**src/rtl/traffic_conflict_monitor_if.sv**
```systemverilog
// Lamp lines from the traffic controller plus the monitor's fault/status outputs.
// master = controller/cabinet side, slave = conflict monitor.
interface traffic_conflict_monitor_if;
    logic       r1, y1, g1;
    logic       r2, y2, g2;
    logic       fault_clr;
    logic       fault;
    logic [3:0] fault_code;
    logic       armed;
    logic       cycle_done;
    logic [7:0] cycle_count;

    modport master (
        output r1, y1, g1, r2, y2, g2, fault_clr,
        input  fault, fault_code, armed, cycle_done, cycle_count
    );

    modport slave (
        input  r1, y1, g1, r2, y2, g2, fault_clr,
        output fault, fault_code, armed, cycle_done, cycle_count
    );
endinterface

```
**src/rtl/traffic_conflict_monitor.sv**
```systemverilog
// Independent safety checker for a 2-way signal: tracks both lamp phases and
// latches the first unsafe pattern, illegal transition or timing violation.
module traffic_conflict_monitor #(
    parameter int MIN_GREEN       = 3,
    parameter int MAX_GREEN       = 15,
    parameter int YELLOW_CYCLES   = 1,
    parameter int MIN_ALLRED      = 1,
    parameter int STARTUP_TIMEOUT = 16
) (
    input  logic                        clk,
    input  logic                        reset,
    traffic_conflict_monitor_if.slave   bus
);
    typedef enum logic [1:0] {ARM, RUN, FAULT} state_t;
    typedef enum logic [1:0] {PH_R, PH_Y, PH_G} phase_t;
    typedef enum logic [1:0] {LG_NONE, LG_1, LG_2} last_t;

    localparam logic [7:0] MIN_G  = 8'(MIN_GREEN);
    localparam logic [7:0] MAX_G  = 8'(MAX_GREEN);
    localparam logic [7:0] YEL    = 8'(YELLOW_CYCLES);
    localparam logic [7:0] MIN_AR = 8'(MIN_ALLRED);
    localparam int         AW     = $clog2(STARTUP_TIMEOUT + 1);
    localparam logic [AW-1:0] ARM_LAST = AW'(STARTUP_TIMEOUT - 1);

    state_t        state;
    phase_t        ph1, ph2;
    logic [7:0]    cnt1, cnt2, allred;
    logic          fresh1, fresh2, g2_done;
    last_t         last;
    logic [AW-1:0] arm_cnt;
    logic          fault_r, armed_r, done_r;
    logic [3:0]    code_r;
    logic [7:0]    count_r;

    function automatic logic [7:0] sat_inc(input logic [7:0] c);
        return (c == 8'hFF) ? c : c + 8'd1;
    endfunction

    function automatic phase_t next_phase(input phase_t p);
        case (p)
            PH_R:    return PH_G;
            PH_G:    return PH_Y;
            default: return PH_R;
        endcase
    endfunction

    function automatic logic [3:0] min_code(input logic [3:0] a, input logic [3:0] b);
        if (a == 4'd0) return b;
        if (b == 4'd0) return a;
        return (a < b) ? a : b;
    endfunction

    // Lowest violation among codes 3..8 for one direction; 0 when clean.
    function automatic logic [3:0] dir_check(input phase_t cur, input phase_t nxt,
                                             input logic [7:0] cnt, input logic fresh,
                                             input logic [7:0] ar, input logic same_last);
        logic [3:0] c;
        c = 4'd0;
        if (nxt != cur) begin
            if (nxt != next_phase(cur))                         c = 4'd3;
            else if (cur == PH_G && !fresh && cnt < MIN_G)      c = 4'd4;
            else if (cur == PH_Y && !fresh && cnt != YEL)       c = 4'd6;
            else if (nxt == PH_G && ar < MIN_AR)                c = 4'd7;
            else if (nxt == PH_G && same_last)                  c = 4'd8;
        end else begin
            if (cur == PH_G && sat_inc(cnt) > MAX_G)            c = 4'd5;
            else if (cur == PH_Y && sat_inc(cnt) > YEL)         c = 4'd6;
        end
        return c;
    endfunction

    logic       v1, v2, conflict, both_red;
    phase_t     p1, p2;
    logic [3:0] viol;

    assign v1       = $onehot({bus.r1, bus.y1, bus.g1});
    assign v2       = $onehot({bus.r2, bus.y2, bus.g2});
    assign conflict = (bus.g1 | bus.y1) & (bus.g2 | bus.y2);
    assign both_red = bus.r1 & bus.r2;
    assign p1       = bus.g1 ? PH_G : (bus.y1 ? PH_Y : PH_R);
    assign p2       = bus.g2 ? PH_G : (bus.y2 ? PH_Y : PH_R);

    always_comb begin
        viol = 4'd0;
        if (!v1 || !v2)    viol = 4'd1;
        else if (conflict) viol = 4'd2;
        else viol = min_code(dir_check(ph1, p1, cnt1, fresh1, allred, last == LG_1),
                             dir_check(ph2, p2, cnt2, fresh2, allred, last == LG_2));
    end

    always_ff @(posedge clk or posedge reset) begin
        if (reset) begin
            state   <= ARM;
            ph1     <= PH_R;
            ph2     <= PH_R;
            cnt1    <= 8'd0;
            cnt2    <= 8'd0;
            allred  <= 8'd0;
            fresh1  <= 1'b0;
            fresh2  <= 1'b0;
            g2_done <= 1'b0;
            last    <= LG_NONE;
            arm_cnt <= '0;
            fault_r <= 1'b0;
            armed_r <= 1'b0;
            done_r  <= 1'b0;
            code_r  <= 4'd0;
            count_r <= 8'd0;
        end else begin
            done_r <= 1'b0;
            case (state)
                ARM: begin
                    if (v1 && v2 && !conflict) begin
                        // Adopt whatever phase is showing; its history is unknown.
                        state   <= RUN;
                        armed_r <= 1'b1;
                        ph1     <= p1;
                        ph2     <= p2;
                        cnt1    <= 8'd1;
                        cnt2    <= 8'd1;
                        allred  <= both_red ? 8'd1 : 8'd0;
                        last    <= (p1 == PH_G) ? LG_1 : ((p2 == PH_G) ? LG_2 : LG_NONE);
                        fresh1  <= 1'b1;
                        fresh2  <= 1'b1;
                        g2_done <= 1'b0;
                        arm_cnt <= '0;
                    end else if (arm_cnt == ARM_LAST) begin
                        state   <= FAULT;
                        fault_r <= 1'b1;
                        code_r  <= 4'd9;
                    end else begin
                        arm_cnt <= arm_cnt + 1'b1;
                    end
                end
                RUN: begin
                    if (viol != 4'd0) begin
                        state   <= FAULT;
                        fault_r <= 1'b1;
                        armed_r <= 1'b0;
                        code_r  <= viol;
                    end else begin
                        ph1    <= p1;
                        ph2    <= p2;
                        cnt1   <= (p1 != ph1) ? 8'd1 : sat_inc(cnt1);
                        cnt2   <= (p2 != ph2) ? 8'd1 : sat_inc(cnt2);
                        fresh1 <= fresh1 && (p1 == ph1);
                        fresh2 <= fresh2 && (p2 == ph2);
                        allred <= both_red ? sat_inc(allred) : 8'd0;
                        if (ph2 == PH_G && p2 != PH_G) g2_done <= 1'b1;
                        if (p1 == PH_G && ph1 != PH_G) begin
                            last    <= LG_1;
                            g2_done <= 1'b0;
                            if (g2_done) begin
                                done_r  <= 1'b1;
                                count_r <= count_r + 8'd1;
                            end
                        end else if (p2 == PH_G && ph2 != PH_G) begin
                            last <= LG_2;
                        end
                    end
                end
                default: begin
                    if (bus.fault_clr) begin
                        state   <= ARM;
                        fault_r <= 1'b0;
                        code_r  <= 4'd0;
                        arm_cnt <= '0;
                        ph1     <= PH_R;
                        ph2     <= PH_R;
                        cnt1    <= 8'd0;
                        cnt2    <= 8'd0;
                        allred  <= 8'd0;
                        fresh1  <= 1'b0;
                        fresh2  <= 1'b0;
                        g2_done <= 1'b0;
                        last    <= LG_NONE;
                    end
                end
            endcase
        end
    end

    assign bus.fault       = fault_r;
    assign bus.fault_code  = code_r;
    assign bus.armed       = armed_r;
    assign bus.cycle_done  = done_r;
    assign bus.cycle_count = count_r;
endmodule
```
**src/flat_wrapper.sv**
```systemverilog
// flat-port wrapper written by rule: the top's interface ports become plain ports
module traffic_conflict_monitor_flat 
#(
    parameter int MIN_GREEN       = 3,
    parameter int MAX_GREEN       = 15,
    parameter int YELLOW_CYCLES   = 1,
    parameter int MIN_ALLRED      = 1,
    parameter int STARTUP_TIMEOUT = 16
)
  (clk, reset, bus_r1, bus_y1, bus_g1, bus_r2, bus_y2, bus_g2, bus_fault_clr, bus_fault, bus_fault_code, bus_armed, bus_cycle_done, bus_cycle_count);
  traffic_conflict_monitor_if bus_i ();
  input  logic clk;
  input  logic reset;
  input wire logic [$bits(bus_i.r1)-1:0] bus_r1;
  input wire logic [$bits(bus_i.y1)-1:0] bus_y1;
  input wire logic [$bits(bus_i.g1)-1:0] bus_g1;
  input wire logic [$bits(bus_i.r2)-1:0] bus_r2;
  input wire logic [$bits(bus_i.y2)-1:0] bus_y2;
  input wire logic [$bits(bus_i.g2)-1:0] bus_g2;
  input wire logic [$bits(bus_i.fault_clr)-1:0] bus_fault_clr;
  output wire logic [$bits(bus_i.fault)-1:0] bus_fault;
  output wire logic [$bits(bus_i.fault_code)-1:0] bus_fault_code;
  output wire logic [$bits(bus_i.armed)-1:0] bus_armed;
  output wire logic [$bits(bus_i.cycle_done)-1:0] bus_cycle_done;
  output wire logic [$bits(bus_i.cycle_count)-1:0] bus_cycle_count;
  assign bus_i.r1 = bus_r1;
  assign bus_i.y1 = bus_y1;
  assign bus_i.g1 = bus_g1;
  assign bus_i.r2 = bus_r2;
  assign bus_i.y2 = bus_y2;
  assign bus_i.g2 = bus_g2;
  assign bus_i.fault_clr = bus_fault_clr;
  assign bus_fault = bus_i.fault;
  assign bus_fault_code = bus_i.fault_code;
  assign bus_armed = bus_i.armed;
  assign bus_cycle_done = bus_i.cycle_done;
  assign bus_cycle_count = bus_i.cycle_count;
  traffic_conflict_monitor #(.MIN_GREEN(MIN_GREEN), .MAX_GREEN(MAX_GREEN), .YELLOW_CYCLES(YELLOW_CYCLES), .MIN_ALLRED(MIN_ALLRED), .STARTUP_TIMEOUT(STARTUP_TIMEOUT)) u_core (.clk(clk), .reset(reset), .bus(bus_i));
endmodule
```
**config.mk**
```make
export PLATFORM = sky130hd
export DESIGN_NAME = traffic_conflict_monitor_flat
export DESIGN_NICKNAME = d
export VERILOG_FILES = /design/src/rtl/traffic_conflict_monitor_if.sv /design/src/rtl/traffic_conflict_monitor.sv /design/src/flat_wrapper.sv
export SDC_FILE = /design/constraint.sdc
export NUM_CORES = 1
export LEC_CHECK = 0
export CAP_MARGIN = 20
export CORE_MARGIN = 4
export CORE_UTILIZATION = 60
export CTS_CLUSTER_DIAMETER = 150
export DETAILED_ROUTE_END_ITERATION = 10
export DONT_BUFFER_PORTS = 1
export GPL_TIMING_DRIVEN = 0
export PLACE_DENSITY = 0.76
export RECOVER_POWER = 25
export SLEW_MARGIN = 20
export SYNTH_ARGS = -nofsm -noshare
export SYNTH_HDL_FRONTEND = slang
export SYNTH_SLANG_ARGS = --single-unit
export TNS_END_PERCENT = 20
```
**constraint.sdc**
```tcl
create_clock -name clk -period 5.8 [get_ports clk]
set_input_delay 0.58 -clock clk [delete_from_list [all_inputs] [get_ports clk]]
set_output_delay 0.58 -clock clk [all_outputs]
set_load 0.1 [all_outputs]
```
# Word-level counts from Yosys, hierarchy flattened
# Cells that the tools add are included.
[op_classes]
n_reduce_logical = 47
shifts = 0
n_mux = 110
bitwise = 6
magnitude_cmp = 8
eq_ne = 36
mul = 0
div_mod_pow = 0
addsub = 9
[ops]
columns = ["operator", "count"]
rows = [
  ["4-bit 2-to-1 mux", 29],
  ["8-bit 2-to-1 mux", 12],
  ["8-bit one-hot mux with 2 select lines", 3],
  ["2-bit 2-to-1 mux", 22],
  ["8-bit by 1-bit adder with 8-bit output (second input constant)", 4],
  ["1-bit 2-to-1 mux", 26],
  ["8-bit == test (second input constant)", 3],
  ["2-bit one-hot mux with 2 select lines", 6],
  ["1-bit logical AND", 23],
  ["4-bit AND reduction", 5],
  ["8-bit by 1-bit greater-than comparator with 1-bit output (second input constant)", 2],
  ["8-bit by 4-bit greater-than comparator with 1-bit output (second input constant)", 2],
  ["8-bit by 2-bit less-than comparator with 1-bit output (second input constant)", 2],
  ["8-bit by 1-bit inequality test with 1-bit output (second input constant)", 2],
  ["5-bit 2-to-1 mux", 3],
  ["2-bit by 1-bit == test with 1-bit output (second input constant)", 6],
  ["3-bit AND reduction", 4],
  ["2-bit == test (second input constant)", 5],
  ["2-bit inequality test (second input constant)", 5],
  ["1-bit one-hot mux with 2 select lines", 5],
  ["5-bit one-hot mux with 2 select lines", 1],
  ["3-bit by 1-bit inequality test with 1-bit output (second input constant)", 3],
  ["4-bit logical NOT", 2],
  ["8-bit by 1-bit less-than comparator with 1-bit output (second input constant)", 1],
  ["other kinds (21)", 40],
]
[totals]
romBits = 0
elab_cells = 232
memories = 0
reg_bits = 55
mem_bits_rw = 0
inputBits = 9
latch_bits = 0
out_inout_bits = 15

# Depth between registers and ports, before layout
[depth]
ltp_word = 26
ltp_mapped = 19
mapped_depth_nobuf = 16

# Worst setup path before layout
# OpenSTA, ideal clock, no wires.
[synth_timing]
kind = "register to register"
from = "register u_core.cnt2[0]"
to = "register u_core.cnt2[3]"
path_buffers = 3
required_ns = 5.678
synth_period_minus_slack_ns = 3.767
path_stages_with_launch = 18
arrival_ns = 3.645
setup_time_ns = 0.122
slack_ns = 2.033
cell_sequence = "dfrtp_1 > ha_1 > buf_2 > a31oi_1 > o21ai_1 > o311ai_2 > nand2_1 > inv_1 > ha_1 > o21a_1 > o31a_1 > a2111oi_2 > nor4b_4 > and2_4 > buf_6 > buf_6 > and3_1 > a32o_1"
[synth_via]
elab_chain_cells = 21
word_cells_on_any_way = 38
[synth_rtl]
columns = ["element", "line", "rtl"]
rows = [
  ["start, declared", "traffic_conflict_monitor.sv:27", "logic [7:0] cnt1, cnt2, allred;"],
  ["start signal, assigned", "traffic_conflict_monitor.sv:145", "cnt2 <= (p2 != ph2) ? 8'd1 : sat_inc(cnt2);"],
  ["8-bit by 1-bit adder with 8-bit output / 8-bit == test (equally long branches)", "traffic_conflict_monitor.sv:36", "return (c == 8'hFF) ? c : c + 8'd1;"],
  ["8-bit 2-to-1 mux", "traffic_conflict_monitor.sv:36", ""],
  ["8-bit by 1-bit greater-than comparator with 1-bit output", "traffic_conflict_monitor.sv:67", "else if (cur == PH_Y && sat_inc(cnt) > YEL) c = 4'd6;"],
  ["1-bit logical AND", "traffic_conflict_monitor.sv:67", ""],
  ["3-bit 2-to-1 mux", "traffic_conflict_monitor.sv:67", ""],
  ["4-bit 2-to-1 mux", "traffic_conflict_monitor.sv:66", "if (cur == PH_G && sat_inc(cnt) > MAX_G) c = 4'd5;"],
  ["4-bit 2-to-1 mux", "traffic_conflict_monitor.sv:59", "if (nxt != cur) begin"],
  ["4-bit 2-to-1 mux", "traffic_conflict_monitor.sv:86", "else if (conflict) viol = 4'd2;"],
  ["(+5 left out)", "--", ""],
  ["1-bit 2-to-1 mux", "traffic_conflict_monitor.sv:85", "if (!v1 || !v2) viol = 4'd1;"],
  ["4-bit 2-to-1 mux", "traffic_conflict_monitor.sv:50", "return (a < b) ? a : b;"],
  ["4-bit 2-to-1 mux", "traffic_conflict_monitor.sv:49", "if (b == 4'd0) return a;"],
  ["4-bit 2-to-1 mux", "traffic_conflict_monitor.sv:86", ""],
  ["4-bit 2-to-1 mux", "traffic_conflict_monitor.sv:85", ""],
  ["4-bit nonzero test", "traffic_conflict_monitor.sv:136", "if (viol != 4'd0) begin"],
  ["2-bit inequality test (no line)", "--", ""],
  ["3-bit AND reduction (no line)", "--", ""],
]
# Several ways; a longest one is shown, not always the timed one. The select of a mux whose other input is x is not followed.
# A chain may end at the register's enable or synchronous reset.

# Worst setup path in the final report
[layout_timing]
from = "register u_core.cnt2[0]"
to = "register u_core.ph2[0]"
[layout_via]
elab_chain_cells = 21
word_cells_on_any_way = 35
[layout_rtl]
columns = ["element", "line", "rtl"]
rows = [
  ["8-bit by 1-bit adder with 8-bit output / 8-bit == test (equally long branches)", "traffic_conflict_monitor.sv:36", ""],
  ["8-bit 2-to-1 mux", "--", ""],
  ["8-bit by 1-bit greater-than comparator with 1-bit output", "traffic_conflict_monitor.sv:67", ""],
  ["1-bit logical AND", "traffic_conflict_monitor.sv:67", ""],
  ["3-bit 2-to-1 mux", "traffic_conflict_monitor.sv:67", ""],
  ["4-bit 2-to-1 mux", "traffic_conflict_monitor.sv:66", ""],
  ["4-bit 2-to-1 mux *", "traffic_conflict_monitor.sv:59", ""],
  ["4-bit 2-to-1 mux *", "traffic_conflict_monitor.sv:86", ""],
  ["(+5 left out)", "--", ""],
  ["1-bit 2-to-1 mux", "traffic_conflict_monitor.sv:85", ""],
  ["4-bit 2-to-1 mux", "traffic_conflict_monitor.sv:50", ""],
  ["4-bit 2-to-1 mux *", "traffic_conflict_monitor.sv:49", ""],
  ["4-bit 2-to-1 mux *", "traffic_conflict_monitor.sv:86", ""],
  ["4-bit 2-to-1 mux *", "traffic_conflict_monitor.sv:85", ""],
  ["4-bit nonzero test *", "traffic_conflict_monitor.sv:136", ""],
  ["2-bit inequality test (no line) *", "--", ""],
  ["3-bit AND reduction (no line) *", "--", ""],
  ["end signal, assigned", "traffic_conflict_monitor.sv:118", "ph2 <= p2;"],
  ["end signal, assigned", "traffic_conflict_monitor.sv:143", "ph2 <= p2;"],
  ["end, declared", "traffic_conflict_monitor.sv:26", "phase_t ph1, ph2;"],
]
# Mark *: on every way between the ends. The rest lies on a longest branch, timed or not. The select of a mux whose other input is x is not followed.

==> key figures <==
Cells and area
  • Final nets: 566
  • Filler cells: 634
  • # diodes: 0
  • Area Overhead vs Synth: 5.904%
  • Share of cells above drive strength 1: 0.1284
  • Util after Layout: 0.6560
  • Design area: 4758 µm²

Floorplanning
  • Rows: 31
  • Ports: 24
  • Initial Util: 0.6195
  • DIE WIDTH: 94.54 µm
  • DIE AREA: 8937 µm²
  • Die H: 94.54 µm
  • Core area: 7253 µm²

Detailed routing
  • Drt pass-1 iters: 5
  • Vias: 4441
  • DR iter-0 viols: 405
  • Drc violations: 0
  • Post-DR vias/cell: 6.896
  • Routed WL per cell: 19.84 µm
  • DRT Wirelength: 12780 µm
  • Antenna-violating nets left: 0

CTS
  • Post-CTS Hold Buffers: 0
  • CTS tree: done
  • TritonCTS Buffers: 5
  • Max Buffers Root-to-Sink: 2
  • Setup bufs post-CTS: 0
  • Clock transition at the registers of the reported paths: 0.11 ns
  • Worst skew pair latency: 0.32 ns
  • # clock sinks: 55
  • Root Buffer: clkbuf_8
  • PostCTS Resize Cnt: 0
  • H-tree levels: 2

STA
  • Unrepaired setup endpoints after global routing: false
  • Fmax: 0.2154 GHz
  • Tightest Pin Transition: 2.555 ns
  • Slew HR: -0.7127
  • Final setup viols: 0
  • Min Tclk post-route: 4.642 ns
  • Slew Viols, Final: 56
  • WHS: 0.5251 ns
  • Worst clock skew: 0.01113 ns
  • Final setup TNS: 0 ns
  • Final Cycle Share: 0.8004
  • Final hold violations: 0

Worst setup path
  • Critical path required time: 6.01 ns
  • Critical path's most frequent cell: ha_1
  • CP arrival: 4.85 ns
  • Startpoint class of the critical path: flop
  • CP max stage cell: nor4b_4
  • CP bufs+invs: 2
  • Worst path max stage delay: 0.67 ns
  • Delay-heaviest family, CP: compound AO/OA/AOI/OAI gates
  • Worst path cell trace: ha_1, buf_2, a31oi_1, o21ai_1, o311ai_2, nand2_1, inv_1, ha_1, o21a_1, o31a_1, a2111oi_2, nor4b_4, nand2_2, o21ai_4, mux2_2
  • Crit Path Class: reg -> reg
  • Worst-path maximum fanout: 10
  • Crit. End Element: flop

GRT
  • GR Overflow Total: 0
  • Global-route wire length before repair: 21210 µm
  • Largest net degree at the start of global routing: 56
  • Vias in the first global route: 4162
  • Initial antenna violation count: 0
  • GRT Overall Usage: 0.3030

Run status
  • Status: finished with violations
  • Violated checks: capacitance limit, slew limit

Power and ir drop
  • Leakage power: 2.036 nW
  • Net Sw Power: 0.8291 mW
  • P_int: 0.9354 mW
  • Sw Ratio: 0.4699
  • Peak VDD IR: 0.0001626 V
  • Power Density: 370.8 nW/µm²
  • Comb power frac: 0.469
  • Clock share of power: 0.179
  • Reg power frac: 0.352

Synth
  • Synth Area in Compound Gates: 0.2604
  • Synth Area in Adders: 0.03954
  • Synth Area in XOR/XNOR: 0.02144
  • Post-Synth Simple-Gate Area: 0.2785
  • Synthesized Nets: 559
  • EDFF count, synth: 0
  • Largest family of logic cells by synthesized area: simple AND/OR/NAND/NOR gates
  • Post-synthesis mux area share: 0.03035
  • Asr flop ratio synth: 1.000
  • Gate Count Post-Synth: 537
  • Unique masters post-synth: 80
  • Synth Flop Type: dfrtp_1
  • Register area share after synthesis: 0.3063
  • YS warnings: 0
  • Seq cells post-synth: 55
  • Mean area per synthesized cell: 8.367 µm²
  • Synth Cell Area: 4493 µm²

Place
  • HPWL Detailed: 9298 µm
  • Buffers added on ports: 0
  • Placed instance area: 4619 µm²
  • Gpl congestion: 1.002

Run
  • Max-cap viol count: 1

Worst hold path
  • Hold WC Path Type: reg -> reg
area by class of cell:
class	instances	area, µm²	area share
Buffer	34	176.4	0.03708
Clock buffer	5	68.82	0.01446
Clock inverter	3	71.32	0.01499
Inverter	29	110.1	0.02314
Multi-Input combinational cell	419	2831	0.5951
Sequential cell	55	1376	0.2892
Tap cell	99	123.9	0.02603
metal layers:
| layer | vias up | track usage | wire [µm] |
|---|---|---|---|
| li1 | 2041 | - | - |
| met1 | 2144 | 0.4221 | 5543 |
| met2 | 229 | 0.4764 | 5877 |
| met3 | 27 | 0.05498 | 1066 |
| met4 | 0 | 0.1022 | 290 |
| met5 | - | 0 | 0 |
layout by cell type (no fill, tap or decap), drive strengths merged, types with 6 or more instances in the layout:
cell     instances
nor4             9
a31oi           16
o21ai           22
a211oi           9
nor2b            8
buf             22
a21oi           16
a41o             6
o211ai          10
nand2b          10
ha              11
a21o             7
nand3           30
nor3            36
nand2           56
mux2i            8
dfrtp           55
and3            11
o31ai            9
clkbuf          17
nor2            32
nand4           14
inv             29
a2111oi          6
a311oi           8
xor2             6
state kept, by name, summed over array words and instances, names as in the netlist:
signal                  flops
u_core.ph1                  2
u_core.arm_cnt              5
u_core.cnt2                 8
u_core.bus.armed            1
u_core.bus.cycle_count      8
u_core.last                 2
u_core.state                2
u_core.g2_done              1
u_core.bus.cycle_done       1
u_core.allred               8
u_core.fresh1               1
u_core.ph2                  2
u_core.fresh2               1
u_core.cnt1                 8
u_core.bus.fault            1
u_core.bus.fault_code       4
synthesized netlist by cell type, types with 10 or more instances:
cell / number / share of area
nand2_1: 54 / 0.045
nor3_1: 31 / 0.035
a31oi_1: 15 / 0.021
a21oi_1: 16 / 0.018
nand3_1: 30 / 0.033
nor2_1: 32 / 0.027
o21ai_0: 19 / 0.021
and3_1: 11 / 0.015
buf_2: 15 / 0.017
clkbuf_1: 12 / 0.010
dfrtp_1: 55 / 0.31
ha_1: 11 / 0.031
nand2b_1: 10 / 0.014
nand4_1: 14 / 0.019
inv_1: 29 / 0.024
power by group through the flow:
| stage | Sequential [mW] | Combinational [mW] | Clock (mW) |
|---|---|---|---|
| 6_report | 0.622 | 0.828 | 0.315 |
| 5_1_grt | 0.632 | 0.909 | 0.335 |
| 4_1_cts | 0.620 | 0.810 | 0.323 |
| 3_5_place_dp | 0.627 | 0.807 | 0 |
| 3_3_place_gp | 0.625 | 0.782 | 0 |
| 2_1_floorplan | 0.606 | 0.635 | 0 |
metrics by stage:
stage	power [mW]	cells	setup slack [ns]
after detailed placement	1.434	636	1.313
after CTS	1.753	644	1.273
after floorplan	1.241	537	2.033
after global routing	1.876	644	0.9525
final	1.764	644	1.158
after global placement	1.407	636	1.396
worst reg2reg max path, delay by kind of cell, from the launching register on:
kind	cells	cell delay, ns
DFF	1	0.51
muxes	1	0.40
and+or+nand+nor	3	1.12
AOI/OAI and AO/OA	7	1.83
adders and majority gates	2	0.41
buffers and inverters	2	0.28
final timing paths:
check	from	endpoint	slack, ns	depth (start not counted)
setup / recovery	u_core.cnt2[0]	u_core.ph2[0]	1.16	15
hold / removal	u_core.arm_cnt[4]	u_core.arm_cnt[4]	0.53	2
setup reg to reg	u_core.cnt2[0]	u_core.ph2[0]	1.16	15
hold reg to reg	u_core.arm_cnt[4]	u_core.arm_cnt[4]	0.53	2
max in group asynchronous	reset	u_core.ph2[1]	3.82	1
min in group asynchronous	reset	u_core.cnt1[0]	0.84	1
cells by family after synthesis:
logic type / after synthesis
fa+ha+maj: 13
simple gates: 231
compound gates: 151
xor+xnor: 11
mux: 13
buf+inv: 63
flops: 55
(Power assumes the default switching activity.)
